**src/rtl/mixador_pkg.sv**
```systemverilog
// mixador_pkg -- definitions shared by the mixer slice.
//   N_VOZES_PADRAO / LARG_PADRAO : default voice count and sample width. The
//                                  key-mapping and instrument blocks use the
//                                  same defaults.
//   estado_t                     : mixer FSM states.
//   clog2                        : ceil(log2(v)) for sizing at elaboration.
package mixador_pkg;

  localparam int N_VOZES_PADRAO = 10;
  localparam int LARG_PADRAO    = 8;

  typedef enum logic [1:0] {
    OCIOSO = 2'd0,
    SOMA   = 2'd1,
    DIVIDE = 2'd2,
    FIM    = 2'd3
  } estado_t;

  // Returns ceil(log2(valor)). Values 0 and 1 both give 0.
  function automatic int clog2(input int valor);
    int r;
    int v;
    r = 0;
    v = valor - 1;
    while (v > 0) begin
      r = r + 1;
      v = v >> 1;
    end
    return r;
  endfunction

endpackage

```
**src/rtl/mixador_pwm_divisor.sv**
```systemverilog
// divisor_seq -- sequential restoring unsigned divider.
//   clk, rst           : clock and asynchronous active-high reset
//   start              : one-cycle request. Operands are sampled on this edge.
//   dividendo, divisor : DW-bit unsigned operands
//   quociente          : truncated quotient. It holds until the next start.
//   pronto             : one-cycle pulse when quociente is valid
// The start edge already retires the first quotient bit, so the result is
// ready DW edges after start (start edge included). A zero divisor gives a
// quotient of 0, and pronto is raised right after the start edge.
module divisor_seq
  import mixador_pkg::*;
#(
  parameter int DW = 12
) (
  input  logic          clk,
  input  logic          rst,
  input  logic          start,
  input  logic [DW-1:0] dividendo,
  input  logic [DW-1:0] divisor,
  output logic [DW-1:0] quociente,
  output logic          pronto
);

  localparam int CW = clog2(DW + 1);

  logic [DW-1:0] r_resto;
  logic [DW-1:0] r_quoc;
  logic [CW-1:0] r_passos;
  logic          r_ocupado;
  logic          r_pronto;

  logic [DW-1:0] w_resto_in;
  logic [DW-1:0] w_quoc_in;
  logic [DW:0]   w_desloc;
  logic [DW:0]   w_teste;
  logic [DW-1:0] w_resto_novo;
  logic [DW-1:0] w_quoc_novo;

  // One restoring step. On start it runs from a cleared remainder and the
  // fresh dividend.
  always_comb begin
    if (start) begin
      w_resto_in = {DW{1'b0}};
      w_quoc_in  = dividendo;
    end else begin
      w_resto_in = r_resto;
      w_quoc_in  = r_quoc;
    end
    w_desloc = {w_resto_in, w_quoc_in[DW-1]};
    w_teste  = w_desloc - {1'b0, divisor};
    // A set bit DW means the trial subtraction went negative, so the
    // remainder is restored.
    if (w_teste[DW]) begin
      w_resto_novo = w_desloc[DW-1:0];
      w_quoc_novo  = {w_quoc_in[DW-2:0], 1'b0};
    end else begin
      w_resto_novo = w_teste[DW-1:0];
      w_quoc_novo  = {w_quoc_in[DW-2:0], 1'b1};
    end
  end

  // Division state: operand load, iteration, and the ready pulse.
  always_ff @(posedge clk or posedge rst) begin
    if (rst) begin
      r_resto   <= {DW{1'b0}};
      r_quoc    <= {DW{1'b0}};
      r_passos  <= {CW{1'b0}};
      r_ocupado <= 1'b0;
      r_pronto  <= 1'b0;
    end else if (start) begin
      if (divisor == {DW{1'b0}}) begin
        r_resto   <= {DW{1'b0}};
        r_quoc    <= {DW{1'b0}};
        r_passos  <= {CW{1'b0}};
        r_ocupado <= 1'b0;
        r_pronto  <= 1'b1;
      end else begin
        r_resto   <= w_resto_novo;
        r_quoc    <= w_quoc_novo;
        r_passos  <= CW'(DW - 1);
        r_ocupado <= (DW > 1);
        r_pronto  <= (DW == 1);
      end
    end else if (r_ocupado) begin
      r_resto  <= w_resto_novo;
      r_quoc   <= w_quoc_novo;
      r_passos <= r_passos - CW'(1);
      if (r_passos == CW'(1)) begin
        r_ocupado <= 1'b0;
        r_pronto  <= 1'b1;
      end else begin
        r_ocupado <= 1'b1;
        r_pronto  <= 1'b0;
      end
    end else begin
      r_pronto <= 1'b0;
    end
  end

  assign quociente = r_quoc;
  assign pronto    = r_pronto;

endmodule

```
**src/rtl/mixador_pwm.sv**
```systemverilog
// mixador_pwm -- averages the active voice samples once per PWM period and
// plays the result on a single-bit PWM pin.
//   clk, rst       : clock and asynchronous active-high reset
//   teclas         : key vector. Bit i set means voice i is active.
//   saida          : per-voice unsigned samples
//   amostra        : last completed mixed sample
//   amostra_valida : one-cycle pulse when amostra updates
//   pwm_out        : registered PWM output. duty = amostra of the previous period.
module mixador_pwm
  import mixador_pkg::*;
#(
  parameter int N_VOZES  = N_VOZES_PADRAO,
  parameter int LARG     = LARG_PADRAO,
  parameter int PWM_BITS = 8
) (
  input  logic                           clk,
  input  logic                           rst,
  input  logic [N_VOZES-1:0]             teclas,
  input  logic [N_VOZES-1:0][LARG-1:0]   saida,
  output logic [LARG-1:0]                amostra,
  output logic                           amostra_valida,
  output logic                           pwm_out
);

  localparam int SOMA_W = LARG + clog2(N_VOZES);
  localparam int IDX_W  = (clog2(N_VOZES) > 0) ? clog2(N_VOZES) : 1;
  localparam int ATV_W  = clog2(N_VOZES + 1);
  localparam int CMP_W  = (LARG > PWM_BITS) ? LARG : PWM_BITS;
  localparam logic [PWM_BITS-1:0] CNT_MAX = {PWM_BITS{1'b1}};
  localparam logic [IDX_W-1:0]    IDX_ULT = IDX_W'(N_VOZES - 1);

  // The whole sum/divide sequence must finish inside one PWM period.
  // Otherwise a boundary could arrive while the mixer is still busy.
  generate
    if (!(N_VOZES + SOMA_W + 4 < 2**PWM_BITS)) begin : g_periodo_curto
      $error("mixador_pwm: PWM period too short for N_VOZES/LARG");
    end
  endgenerate

  estado_t                      r_estado;
  estado_t                      w_estado_next;
  logic [PWM_BITS-1:0]          r_cnt;
  logic [PWM_BITS-1:0]          w_cnt_next;
  logic [LARG-1:0]              r_duty;
  logic [LARG-1:0]              w_duty_next;
  logic                         r_pwm;
  logic                         w_fronteira;
  logic [N_VOZES-1:0]           r_teclas;
  logic [N_VOZES-1:0][LARG-1:0] r_saida;
  logic [IDX_W-1:0]             r_idx;
  logic [SOMA_W-1:0]            r_soma;
  logic [ATV_W-1:0]             r_ativos;
  logic                         r_div_start;
  logic                         w_div_start;
  logic [SOMA_W-1:0]            w_quoc;
  logic                         w_div_pronto;
  logic [LARG-1:0]              w_quoc_sat;
  logic [LARG-1:0]              r_amostra;
  logic                         r_valida;

  assign w_cnt_next  = r_cnt + PWM_BITS'(1);
  assign w_fronteira = (r_cnt == CNT_MAX);
  // The new duty is used for the cnt=0 output of the next period.
  assign w_duty_next = w_fronteira ? r_amostra : r_duty;
  // A zero voice count skips the divider.
  assign w_div_start = r_div_start && (r_ativos != ATV_W'(0));
  // The mean never exceeds a voice sample. Clamp anyway so that a corrupted
  // quotient cannot wrap to a small value.
  assign w_quoc_sat  = (|w_quoc[SOMA_W-1:LARG]) ? {LARG{1'b1}} : w_quoc[LARG-1:0];

  divisor_seq #(
    .DW(SOMA_W)
  ) u_divisor (
    .clk       (clk),
    .rst       (rst),
    .start     (w_div_start),
    .dividendo (r_soma),
    .divisor   (SOMA_W'(r_ativos)),
    .quociente (w_quoc),
    .pronto    (w_div_pronto)
  );

  // FSM state register.
  always_ff @(posedge clk or posedge rst) begin
    if (rst) begin
      r_estado <= OCIOSO;
    end else begin
      r_estado <= w_estado_next;
    end
  end

  // FSM next-state logic.
  always_comb begin
    w_estado_next = r_estado;
    case (r_estado)
      OCIOSO: begin
        if (w_fronteira) begin
          w_estado_next = SOMA;
        end else begin
          w_estado_next = OCIOSO;
        end
      end
      SOMA: begin
        if (r_idx == IDX_ULT) begin
          w_estado_next = DIVIDE;
        end else begin
          w_estado_next = SOMA;
        end
      end
      DIVIDE: begin
        if ((r_ativos == ATV_W'(0)) || w_div_pronto) begin
          w_estado_next = FIM;
        end else begin
          w_estado_next = DIVIDE;
        end
      end
      FIM: begin
        w_estado_next = OCIOSO;
      end
      default: begin
        w_estado_next = OCIOSO;
      end
    endcase
  end

  // PWM counter/output and the mixing datapath.
  always_ff @(posedge clk or posedge rst) begin
    if (rst) begin
      r_cnt       <= {PWM_BITS{1'b0}};
      r_duty      <= {LARG{1'b0}};
      r_pwm       <= 1'b0;
      r_teclas    <= {N_VOZES{1'b0}};
      r_saida     <= '0;
      r_idx       <= {IDX_W{1'b0}};
      r_soma      <= {SOMA_W{1'b0}};
      r_ativos    <= {ATV_W{1'b0}};
      r_div_start <= 1'b0;
      r_amostra   <= {LARG{1'b0}};
      r_valida    <= 1'b0;
    end else begin
      r_cnt    <= w_cnt_next;
      r_duty   <= w_duty_next;
      r_pwm    <= (CMP_W'(w_cnt_next) < CMP_W'(w_duty_next));
      r_valida <= 1'b0;
      case (r_estado)
        OCIOSO: begin
          r_div_start <= 1'b0;
          if (w_fronteira) begin
            r_teclas <= teclas;
            r_saida  <= saida;
            r_idx    <= {IDX_W{1'b0}};
          end
        end
        SOMA: begin
          if (r_teclas[r_idx]) begin
            r_soma   <= r_soma + SOMA_W'(r_saida[r_idx]);
            r_ativos <= r_ativos + ATV_W'(1);
          end
          r_idx       <= r_idx + IDX_W'(1);
          r_div_start <= (r_idx == IDX_ULT);
        end
        DIVIDE: begin
          r_div_start <= 1'b0;
        end
        FIM: begin
          r_div_start <= 1'b0;
          r_amostra   <= (r_ativos == ATV_W'(0)) ? {LARG{1'b0}} : w_quoc_sat;
          r_valida    <= 1'b1;
          r_soma      <= {SOMA_W{1'b0}};
          r_ativos    <= {ATV_W{1'b0}};
        end
        default: begin
          r_div_start <= 1'b0;
        end
      endcase
    end
  end

  assign amostra        = r_amostra;
  assign amostra_valida = r_valida;
  assign pwm_out        = r_pwm;

endmodule

```
**config.mk**
```make
export PLATFORM = sky130hd
export DESIGN_NAME = mixador_pwm
export DESIGN_NICKNAME = d
export VERILOG_FILES = /design/src/rtl/mixador_pkg.sv /design/src/rtl/mixador_pwm_divisor.sv /design/src/rtl/mixador_pwm.sv
export SDC_FILE = /design/constraint.sdc
export NUM_CORES = 1
export LEC_CHECK = 0
export CAP_MARGIN = 15
export CORE_MARGIN = 4
export CORE_UTILIZATION = 45
export DETAILED_ROUTE_END_ITERATION = 10
export MAX_ROUTING_LAYER = met4
export PLACE_DENSITY = 0.8
export SLEW_MARGIN = 25
export SYNTH_ARGS = -nofsm -noshare
export SYNTH_HDL_FRONTEND = slang
export SYNTH_HIERARCHICAL = 1
export SYNTH_SLANG_ARGS = --single-unit
```
**constraint.sdc**
```tcl
create_clock -name clk -period 4.3 [get_ports clk]
set_clock_uncertainty 0.05 [all_clocks]
set_input_delay 0.645 -clock clk [delete_from_list [all_inputs] [get_ports clk]]
set_output_delay 0.645 -clock clk [all_outputs]
set_load 0.02 [all_outputs]
```
==> run summary, run 1 <==
In this run the vertical extent of the chip is 149.1 um. The TritonCTS buffer count was 17. The number of antenna violations at the first check in global routing is 0, and the areal power density over the cells is 300.3 nW/um^2. After detailed routing, the total wire length is 19420 um.

Counting cells, the worst reg-to-reg path comes to 16. Routed length on met3: 1088 um. In this run the worst hold path is classified as flip-flop to flip-flop.

The clock transition at the registers of the reported paths is 0.07 ns, and the overall overflow remaining after global route is 0. The run gives 51 as the number of rows created at floorplan. For the flop-to-flop setup slack, the log shows 0.22 ns. The root buffer cell chosen for the clock tree is clkbuf_16. The top cell type's share of synthesized area was 47.22%. For the finished layout, the period the worst path requires is 4.083 ns. For the maximum vdd drop, the log shows 0.2624 mV. Terminating pin of the worst hold path: r_cnt[0]. Yosys mapped the design onto 72 distinct sky130hd cell types. The number of endpoints with negative hold slack in the final report was 0. Signal routing reaches up to met4.

Kind of critical path: flip-flop to flip-flop. Once placement completed, the tool counted placed cells totaling 1135. The total global routing track utilization is 18.71%, and the gate count of the mapped netlist is 769. The run gives 4.40 ns as the arrival time of data at the critical path endpoint. Data on the critical path is required at its endpoint by 4.61 ns. The max capacitance violation total was 0; the mean area per synthesized cell was 11.65 um^2. The transition at the pin with the smallest max-transition slack came out at 0.8321 ns. The tools report the post-synthesis cell area as 8956 um^2. The routed length on met1 was 8707 um; the number of flops mapped to enable cells by yosys was 0.

The clock net in this run drives a total of 169 sinks. Setup violations remaining at the end of the flow were counted as 0. The kind of end point of the critical path is a flip-flop. The logs give 2 for the deepest clock path buffer count and 4.862 nW for the leakage power summed over all cells. The logs give 312 for the violation count after the first detailed-route iteration and 0 for the post-detailed-route DRC marker count. The number of top-level pins was 102; the number of flip-flops and latches in the synthesized netlist was 169. The number of global-route vias before repair was 6495; the via density per instance was 5.478. TritonCTS built the clock tree. The proportion of register bits with asynchronous set or reset after synthesis came out at 100.0%. First-pass GRT wire length: 32200 um. In the final layout, the share of cells above drive strength 1 is 19.60%. Setup total negative slack on the finished layout was measured at 0 ns. Timing would allow up to 0.2449 GHz. The final route contains 6398 vias. The share of the clock period used by the worst path after layout was 94.96%; the initial standard-cell utilization of the core was 45.87%. For the worst-skew pair, the clock arrives at the later sink with an insertion delay of 0.43 ns.

The count of nets left with antenna violations once routing finished came out at 0. The number of fill cells in the layout came out at 1615. After legalization and detailed placement, the total HPWL measured 13930 um.

The run finished with clean final reports. At the end of the flow, the number of nets in the layout was 1017. In this run the worst setup path begins at r_ativos[1].

The core region is 19530 um^2. For the weighted congestion at the end of routability-driven global placement, the log shows 0.8699. Worst hold path cell count: 1. The floorplan step defined a die boundary enclosing 22220 um^2. The synthesized design spends more area on one cell type than any other, namely dfrtp_1. The tools report the tightest slew margin relative to the limit as 44.53%. The first detailed-routing pass took 6 iterations. During placement, the flow inserted port buffers numbering 101. The tools report the maximum number of pins on one net before global-route repair as 76.

The tools report the hold path startpoint as r_cnt[0]. For this run, the register share of the synthesized area comes to 47.22%. Yosys attributes the largest share of cell area to dfrtp_1 47%, mux2_2 12%, mux4_2 4.5%, ha_1 4.5%, mux2i_1 3.4%. The finished layout cell area was 10930 um^2; the H-tree depth reported by CTS was 4. Along the worst path, the maximum fanout reaches 20. Dividing the detail-routed wire length by the instance count gives 16.63 um. The number of antenna diodes in the final layout is 0. Measured along the x axis, the die boundary spans 149.1 um. Number of slew-limit violations in the final report: 0.

After detailed routing, the met2 layer carries 9352 um of wire. The most used flip-flop cell after synthesis is dfrtp_1. Leaving out filler cells and counting taps, the final layout contains 1168.

The critical register-to-register path endpoint was u_divisor/r_resto[6]. The worst register-to-register path begins at r_ativos[1]. Yosys printed 6 warnings. The post-place instance area was 10290 um^2. Post-synthesis to final-layout area growth: 22.07%. STA classifies the critical path startpoint as a flip-flop.
-- per-stage QoR --
| stage | hold WS (ns) | setup slack, ns | util (%) | power [W] |
|---|---|---|---|---|
| finish | 0.4369 | 0.2168 | 55.99 | 0.003283 |
| global route | 0.4711 | -0.02895 | 55.99 | 0.003397 |
| global placement | 0.4139 | 0.4335 | 52.70 | 0.001790 |
| CTS | 0.4430 | 0.1457 | 55.65 | 0.003297 |
| floorplan | 0.3813 | 0.2950 | - | 0.001683 |
| detailed placement | 0.4285 | 0.2553 | 52.70 | 0.001791 |
-- where the power goes --
part	total [W]	switching (W)	internal (W)
Combinational	0.000177	0.0000760	0.000101
Sequential	0.00159	0	0.00159
Clock	0.00152	0.000659	0.000857
Total	0.00328	0.000735	0.00255
-- flip-flops by register name (all words and copies together) (netlist names), named ones only --
register and count:
r_saida 80, r_soma 12, u_divisor/quociente 12, u_divisor/r_resto 12, r_teclas 10, amostra 8
r_cnt 8, r_duty 8, r_ativos 4, r_idx 4, u_divisor/r_passos 4, amostra_valida 1
pwm_out 1, r_div_start 1, r_estado 1, u_divisor/pronto 1, u_divisor/r_ocupado 1
-- cell usage after synthesis (11+ instances only) --
cell and instances:
a211oi_1 14, a21oi_1 25, clkbuf_1 12, dfrtp_1 169, ha_1 32, inv_1 34
mux2_2 92, mux2i_1 30, mux4_2 18, nand2_1 62, nand3_1 17, nor2_1 29
nor2b_1 11, o21ai_0 40, o22ai_1 14, xnor2_1 18
-- cells in the final DEF (no fill, tap or decap), drive strengths merged, types with 16 or more instances in the layout --
cell type,instances
mux2,92
ha,32
nand2,62
nor2,29
mux2i,30
clkdlybuf4s50,101
a21oi,25
xnor2,19
mux4,18
inv,37
conb,23
nand3,17
buf,16
clkbuf,18
dfrtp,169
o21ai,41
-- cell families after synthesis --
| logic type | synth area share, % |
|---|---|
| compound gates | 11.50 |
| xor+xnor | 3.046 |
| fa+ha+maj | 5.029 |
| buf+inv | 4.233 |
| flops | 47.22 |
| mux | 19.45 |
| other cells | 0.04187 |
| simple gates | 9.486 |
-- cell type report --
cell class	count	area, um^2	area share (%)
multi-input cells	550	4474	40.92
repair buffers	117	1181	10.80
flip-flops and latches	169	4230	38.69
inverters	36	138.9	1.270
clock buffers	18	429.2	3.925
well taps	265	331.6	3.033
clock inverters	13	147.6	1.350
-- layer usage --
metal | vias to the layer above | track usage [%]
li1 | 3016 | -
met1 | 3185 | 24.17
met2 | 172 | 29.44
met3 | 25 | 5.014
met4 | 0 | 5.126
met5 | - | -
-- how the worst max path moves through the flow --
stage	endpoint	slack, ns	cells after the start
after CTS	u_divisor/r_resto[11]	0.15	17
after global placement	u_divisor/r_resto[5]	0.43	15
after global routing	u_divisor/r_resto[11]	-0.03	17
after detailed placement	u_divisor/r_resto[11]	0.26	17
final	u_divisor/r_resto[6]	0.22	16
after floorplan	u_divisor/r_resto[6]	0.30	17
-- timing repair --
| item | CTS | global route |
|---|---|---|
| setup buffers | 0 | 1 |
| hold buffers | 0 | 0 |
| resized for setup | 0 | 5 |
| endpoints found under the setup margin | 0 | 11 |
-- worst max-delay path, stage by stage (launching register included) --
cell	delay (ns)
dfrtp_1	0.45
inv_1	0.12
ha_1	0.18
nand2_1	0.18
and2_1	0.25
buf_4	0.21
nor2b_1	0.20
inv_1	0.10
fa_1	0.43
and2b_2	0.28
nor2_1	0.07
nor3_2	0.23
o41ai_4	0.14
o21ai_4	0.33
xnor2_4	0.17
or4_1	0.53
nand3_1	0.08
(Power assumes the default switching activity.)
==> run 2, diff against run 1 <==
Settings changed: ABC_AREA from default to 0, CORE_UTILIZATION 45 to 51, PLACE_DENSITY 0.8 to 0.87.
==> run 2 against run 1 <==
Final area shrank 1.1%. Maximum frequency grew 1.6%. Global-route usage rose by 2.8 points. Critical path depth down 1. Setup slack improved by 0.064 ns. Sequential power is essentially flat. Register-to-register slack improved by 0.06 ns. Critical path type unchanged.
==> run summary, run 2 (same netlist as run 1, synthesis figures left out) <==
The flow ran to the end, and the final reports show no timing, DRC or antenna violations. The cell family contributing the most delay on the critical path is simple AND/OR/NAND/NOR gates. The tools report the number of fill cells in the layout as 1264. For this design the static power due to leakage is 4.844 nW.

The die covers 19740 um^2. The maximum fanout encountered on the critical timing path was 10; the largest stage delay on the critical path was 0.52 ns. The tool flagged a number of max-cap violations equal to 0. The run gives 0 as the remaining antenna violation count after routing. In this run, the number of DRC markers left after iteration 0 of detailed routing was 394. The worst hold path cell count was 1. The kind of critical path was flip-flop to flip-flop. The x dimension of the die came out at 140.5 um. For this run, the total global-route usage over all layers was measured as 21.52%. The worst hold path begins at r_cnt[0].

The via density per instance was 5.671; the half-perimeter wire length of the detailed placement result was 13860 um. After clock tree synthesis, the clock-pin slew on the worst setup and hold paths is 0.06 ns. The first detailed-routing pass ran for 6 iterations.

The initial standard-cell utilization of the core is 51.96%. STA classifies the critical path endpoint as a flip-flop. IR analysis of the VDD net gives a maximum drop of 0.2737 mV.

The transition at the pin with the smallest max-transition slack is 0.7967 ns, and the area of the core region is 17240 um^2. The deepest clock path buffer count is 2. Layout net count: 1015.

The path class of the tightest hold or removal check is flip-flop to flip-flop. Detailed routing inserted a total of 6391 vias. The clock tree synthesis step divided the H-tree into 4 levels.

The arrival time of data at the critical path endpoint was 4.33 ns; the fmax was 0.2488 GHz. The top cell types in the final layout, fill and taps aside, are 168 x dfrtp_1, 101 x clkdlybuf4s50_1, 92 x mux2_2. The clock net in this run drives a total of 169 sinks. The tools report the number of endpoints with negative hold slack in the final report as 0. In this run the core area contains 48 standard-cell rows. Counting cells, the worst reg-to-reg path comes to 15.

Data on the critical path is required at its endpoint by 4.62 ns. TritonCTS built the clock tree. After detailed routing, the number of remaining DRC violations is 0. Terminating pin of the worst hold path: r_cnt[0]. The count of input and output buffers was 101. The reg-to-reg critical path startpoint was r_ativos[1].

In this run the power density over the cells is 300.1 nW/um^2. The number of antenna diodes in the final layout is 0. The total wire length was 19760 um.

The logs give 0.8297 for the weighted congestion at the end of routability-driven global placement and 102 for the number of top-level pins. The tools report the number of global-route vias before repair as 6642. Setup repair after global routing left no endpoint under its margin.

The share of the clock period used by the worst path after layout was 93.47%; the height of the die was 140.5 um. The first global-routing pass estimated 33120 um of wire. The leading cell type in the layout, fill and taps excluded was dfrtp_1.

For the number of antenna violations at the first check in global routing, the log shows 0. The cell type of the slowest stage on the worst timing path was or4_1. The maximum number of pins on one net before global-route repair was 140; the insertion delay to the later sink of the worst-skew pair was 0.43 ns. The number of slew-limit violations in the final report came out at 0. The number of flip-flops under the largest register name was 80. Total buffers and inverters traversed by the critical path: 1.

The root buffer cell chosen for the clock tree is clkbuf_16. The total setup violations reported at the end of the flow was 0. For the total negative slack, the log shows 0 ns. Traced cell by cell, the critical path runs through inv_1, ha_1, nand2_1, and2_1, mux2i_1, ha_1, fa_1, and2b_2, o311ai_2, nand3_1, o41ai_4, o21ai_4, xnor2_4, or4_1, nand3_1. On the final layout, the worst hold slack is 0.4196 ns.

For this run the aggregate overflow at the end of global routing stands at 0. Cells with a size suffix above 1 make up 19.51% of the layout. The worst path in the final design needs a cycle of 4.019 ns, including I/O delays and setup.

After detailed routing, the average wire length per cell comes to 17.53 um. The flop-to-flop setup slack is 0.28 ns, and the TritonCTS buffer count is 17. The tools report the post-CTS repair timing setup buffer count as 0.

STA classifies the critical path startpoint as a flip-flop. The register with the most flip-flops was r_saida. The tightest slew margin relative to the limit came out at 46.89%. The endpoint identified for the worst register-to-register timing path is u_divisor/r_resto[6]. Compared with the post-synthesis result, the final layout area differs by 20.70%.
-- run 2: routing by layer --
| metal | up-vias | global-route usage [%] | part of all wire, % |
|---|---|---|---|
| met5 | - | - | 0 |
| met4 | 0 | 6.017 | 1.8 |
| met3 | 31 | 5.872 | 6.2 |
| met2 | 179 | 34.83 | 50 |
| met1 | 3171 | 26.77 | 42 |
| li1 | 3010 | - | - |
-- run 2: final cells by class --
| cell class | instances | area [um^2] | area share, % |
|---|---|---|---|
| clock buffer | 19 | 452.9 | 4.190 |
| sequential | 169 | 4230 | 39.13 |
| multi-input combinational | 550 | 4459 | 41.25 |
| tap | 225 | 281.5 | 2.604 |
| inverter | 36 | 138.9 | 1.285 |
| timing repair buffer | 115 | 1129 | 10.44 |
| clock inverter | 13 | 118.9 | 1.100 |
-- run 2: timing repair --
| item | in CTS | in global routing |
|---|---|---|
| endpoints found under the hold margin | 0 | 0 |
| endpoints found under the setup margin | 0 | 11 |
| hold buffers | 0 | 0 |
| resized for setup | 0 | 3 |
-- run 2: worst reg2reg max path, cell delays in order (launching register included) --
cell and delay, ns:
dfrtp_1 0.48, inv_1 0.10, ha_1 0.20, nand2_1 0.21
and2_1 0.24, mux2i_1 0.27, ha_1 0.24, fa_1 0.22
and2b_2 0.26, o311ai_2 0.21, nand3_1 0.18, o41ai_4 0.34
o21ai_4 0.16, xnor2_4 0.21, or4_1 0.52, nand3_1 0.08
-- run 2: worst max-delay path by stage --
stage / from / endpoint / cells past startpoint
CTS: r_ativos[1] / u_divisor/r_resto[5] / 15
finish: r_ativos[1] / u_divisor/r_resto[6] / 15
global placement: r_ativos[1] / u_divisor/r_resto[5] / 15
detailed placement: r_ativos[1] / u_divisor/r_resto[5] / 15
global route: r_ativos[1] / u_divisor/r_resto[7] / 16
floorplan: r_ativos[1] / u_divisor/r_resto[6] / 17
-- run 2: metrics by stage --
step,instances,util [%],setup slack (ns),cell area (um^2),power (W)
2_1_floorplan,791,-,0.2950,9042,0.001683
3_3_place_gp,1095,59.26,0.4388,10210,0.001785
3_5_place_dp,1095,59.26,0.2029,10210,0.001787
4_1_cts,1127,62.58,0.1448,10790,0.003261
5_1_grt,1127,62.72,0.01574,10810,0.003346
6_report,1127,62.72,0.2806,10810,0.003244
-- run 2: where the power goes --
group          internal (W)  total (W)  leakage (nW)  switching (W)
clock              0.000831    0.00149         0.272       0.000654
sequential          0.00159    0.00159          2.22              0
combinational     0.0000959   0.000169          2.35      0.0000734
total               0.00252    0.00324          4.84       0.000728
==> run 3, diff against run 2 <==
Settings changed: CORE_UTILIZATION 51 to 57, HOLD_SLACK_MARGIN from default to 0.06, PLACE_DENSITY 0.87 to 0.92.
Clock period 4.3 ns to 4.6 ns, I/O delays scaled along.
==> run 3 against run 2 <==
Die area decreased by 9.9%. Total power down 7.5%. Register-to-register slack improved by 0.12 ns. Sequential share of layout area rose by 0.21 points. Critical path type unchanged. Highest routed layer unchanged. Critical endpoint is now u_divisor/r_resto[3]. Non-clock buffer count decreased by 2. Sequential cell count did not move. Final area shrank 0.53%.
==> run summary, run 3 (same netlist as run 1, synthesis figures left out) <==
The maximum vdd drop came out at 0.2962 mV. The weighted congestion at the end of routability-driven global placement was 0.8739. The tools report the number of top-level pins as 102. The number of flip-flops under the largest register name is 80. The detailed router placed 6531 vias in this run.

The worst setup path is of the flip-flop to flip-flop kind. The via density per instance was 5.873. Broken down by cell family, the worst path's largest delay share belongs to compound AO/OA/AOI/OAI gates.

Summed over all cells, the static leakage comes to 4.837 nW. The number of endpoints with negative hold slack in the final report is 0. For the required time of the critical path, the log shows 4.85 ns. Clock latency on the worst-skew pair, taken at its later pin, is 0.42 ns. Total power for the finished layout comes to 0.003003 W.

The leading cell type in the layout, fill and taps excluded is dfrtp_1. The first global-routing pass estimated 33010 um of wire. Final critical path time including I/O delays and setup: 4.197 ns. Number of antenna violations at the first check in global routing: 0.

For this run, the detailed router's first-pass iteration total came to 5. In this run the worst path has a maximum fanout of 10. The layout net count was 1013; the largest stage delay on the critical path was 0.46 ns. The remaining antenna violation count after routing is 0, and the clock transition at the registers of the reported paths is 0.07 ns. Power spread over the standard cell area amounts to 279.2 nW/um^2. The number of global-route vias before repair was 6582; the count of input and output buffers was 101.

Finished layout cell area: 10750 um^2. TritonCTS built the clock tree. The longest clock path from root to sink contains 2 buffers. Post-synthesis to final-layout area growth: 20.06%.

The share of the clock period used by the worst path after layout was 91.25%. The number of rows created at floorplan is 45. In the final timing run, aggregate negative setup slack is 0 ns. Cell seen most often among critical-path stages: ha_1.

Element type at the critical path start: a flip-flop. The worst hold margin was 0.4472 ns. Overall overflow remaining after global route: 0. r_saida holds more flip-flops than any other register. The total buffers and inverters traversed by the critical path is 2, and the total wire length is 20080 um.

The run gives 0 as the total setup violations reported at the end of the flow. In this run, CTS created clock tree buffers numbering 17. The transition at the pin with the smallest max-transition slack is 0.7927 ns.

Setup repair after global routing left no endpoint under its margin. Maximum number of pins on one net before global-route repair: 112. After detailed routing, the average wire length per cell comes to 18.05 um. STA puts the critical path data arrival time at 4.45 ns. The total area inside the core boundary comes to 15310 um^2. The run gives 10170 um^2 as the post-place instance area. For the fmax, the log shows 0.2382 GHz. The library cells used most frequently in the layout, excluding fill and tap cells, are 168 x dfrtp_1, 101 x clkdlybuf4s50_1, 92 x mux2_2. The run gives 47.16% as the tightest slew margin relative to the limit.

The run gives 23.72% as the total global routing track utilization. The run gives 0 as the post-detailed-route DRC marker count. The post-route netlist has 19.11% of its cells at a drive strength greater than 1. The x dimension of the die came out at 133.4 um.

For this configuration, the core starts out at a cell density of 58.48%. The height of the die came out at 133.4 um. The master cell of the clock root buffer was clkbuf_16. Walking the worst path, the cells encountered are inv_1, ha_1, nand2_1, and2_2, mux2i_1, ha_1, fa_1, and2b_2, o311ai_2, nand3_1, o41ai_2, o21ai_4, xor2_2, buf_4, a2bb2oi_1, o22ai_1.

Max-cap violations in this run came to 0. Cell type of the slowest stage on the worst timing path: dfrtp_1. The path class of the tightest hold or removal check is flip-flop to flip-flop. The floorplan step defined a die boundary enclosing 17780 um^2. The detailed router finished its first iteration with 409 violations. For the number of slew-limit violations in the final report, the log shows 0. CTS saw 169 sinks. The tools report the half-perimeter wire length of the detailed placement result as 14190 um.

For the H-tree depth reported by CTS, the log shows 4. The kind of end point of the critical path was a flip-flop. The flow ran to the end, and the final reports show no timing, DRC or antenna violations.

Once the clock tree was built, the setup fixing pass inserted 0 buffers.
## run 3: changes by cell type in the layout (fill, tap and decap cells not counted), moves of 2 or more
| cell | before | now |
|---|---|---|
| clkbuf_1 | 0 | 2 |
| clkinv_4 | 2 | 4 |
| clkbuf_8 | 2 | 4 |
| clkinv_2 | 3 | 0 |
| clkinvlp_4 | 5 | 1 |
| inv_8 | 0 | 2 |
## run 3: cell type report
| cell class | instances | area, um^2 |
|---|---|---|
| Fill cell | 1006 | 4562 |
| Multi-Input combinational cell | 550 | 4444 |
| Sequential cell | 169 | 4230 |
| Timing Repair Buffer | 113 | 1101 |
| Clock buffer | 23 | 488.0 |
| Tap cell | 211 | 264.0 |
| Inverter | 36 | 142.6 |
| Clock inverter | 9 | 80.08 |
| Antenna cell | 1 | 2.502 |
## run 3: what timing repair did
item / CTS / global route
hold endpoints to repair: 0 / 0
hold buffers: 0 / 0
setup endpoints to repair: 0 / 10
resized for setup: 0 / 2
## run 3: power breakdown
part           switching (W)  total (W)  leakage (nW)  internal (W)
Combinational      0.0000672   0.000155          2.34     0.0000879
Clock               0.000600    0.00136         0.277      0.000762
Sequential                 0    0.00149          2.22       0.00149
Total               0.000667    0.00300          4.84       0.00234
## run 3: through the flow
step | setup WS, ns | utilization, % | std cells
6_report | 0.4027 | 70.21 | 1112
5_1_grt | 0.07359 | 70.20 | 1111
4_1_cts | 0.2043 | 70.12 | 1111
3_5_place_dp | 0.2352 | 66.41 | 1079
3_3_place_gp | 0.4309 | 66.41 | 1079
2_1_floorplan | 0.1355 | - | 791
## run 3: final timing paths
kind | start | to | slack, ns | depth (start not counted)
setup / recovery | r_ativos[0] | u_divisor/r_resto[3] | 0.40 | 16
hold / removal | r_cnt[0] | r_cnt[0] | 0.45 | 1
setup reg to reg | r_ativos[0] | u_divisor/r_resto[3] | 0.40 | 16
hold reg to reg | r_cnt[0] | r_cnt[0] | 0.45 | 1
max in group asynchronous | rst | r_saida[71] | 2.94 | 3
min in group asynchronous | rst | u_divisor/r_resto[0] | 0.78 | 2
## run 3: per-layer routing
| metal | part of all wire (%) | up-vias | GRT usage [%] |
|---|---|---|---|
| met3 | 6.9 | 26 | 6.684 |
| met4 | 1.3 | 0 | 5.486 |
| met5 | 0 | - | - |
| met2 | 49 | 245 | 37.95 |
| met1 | 42 | 3252 | 30.43 |
| li1 | - | 3008 | - |
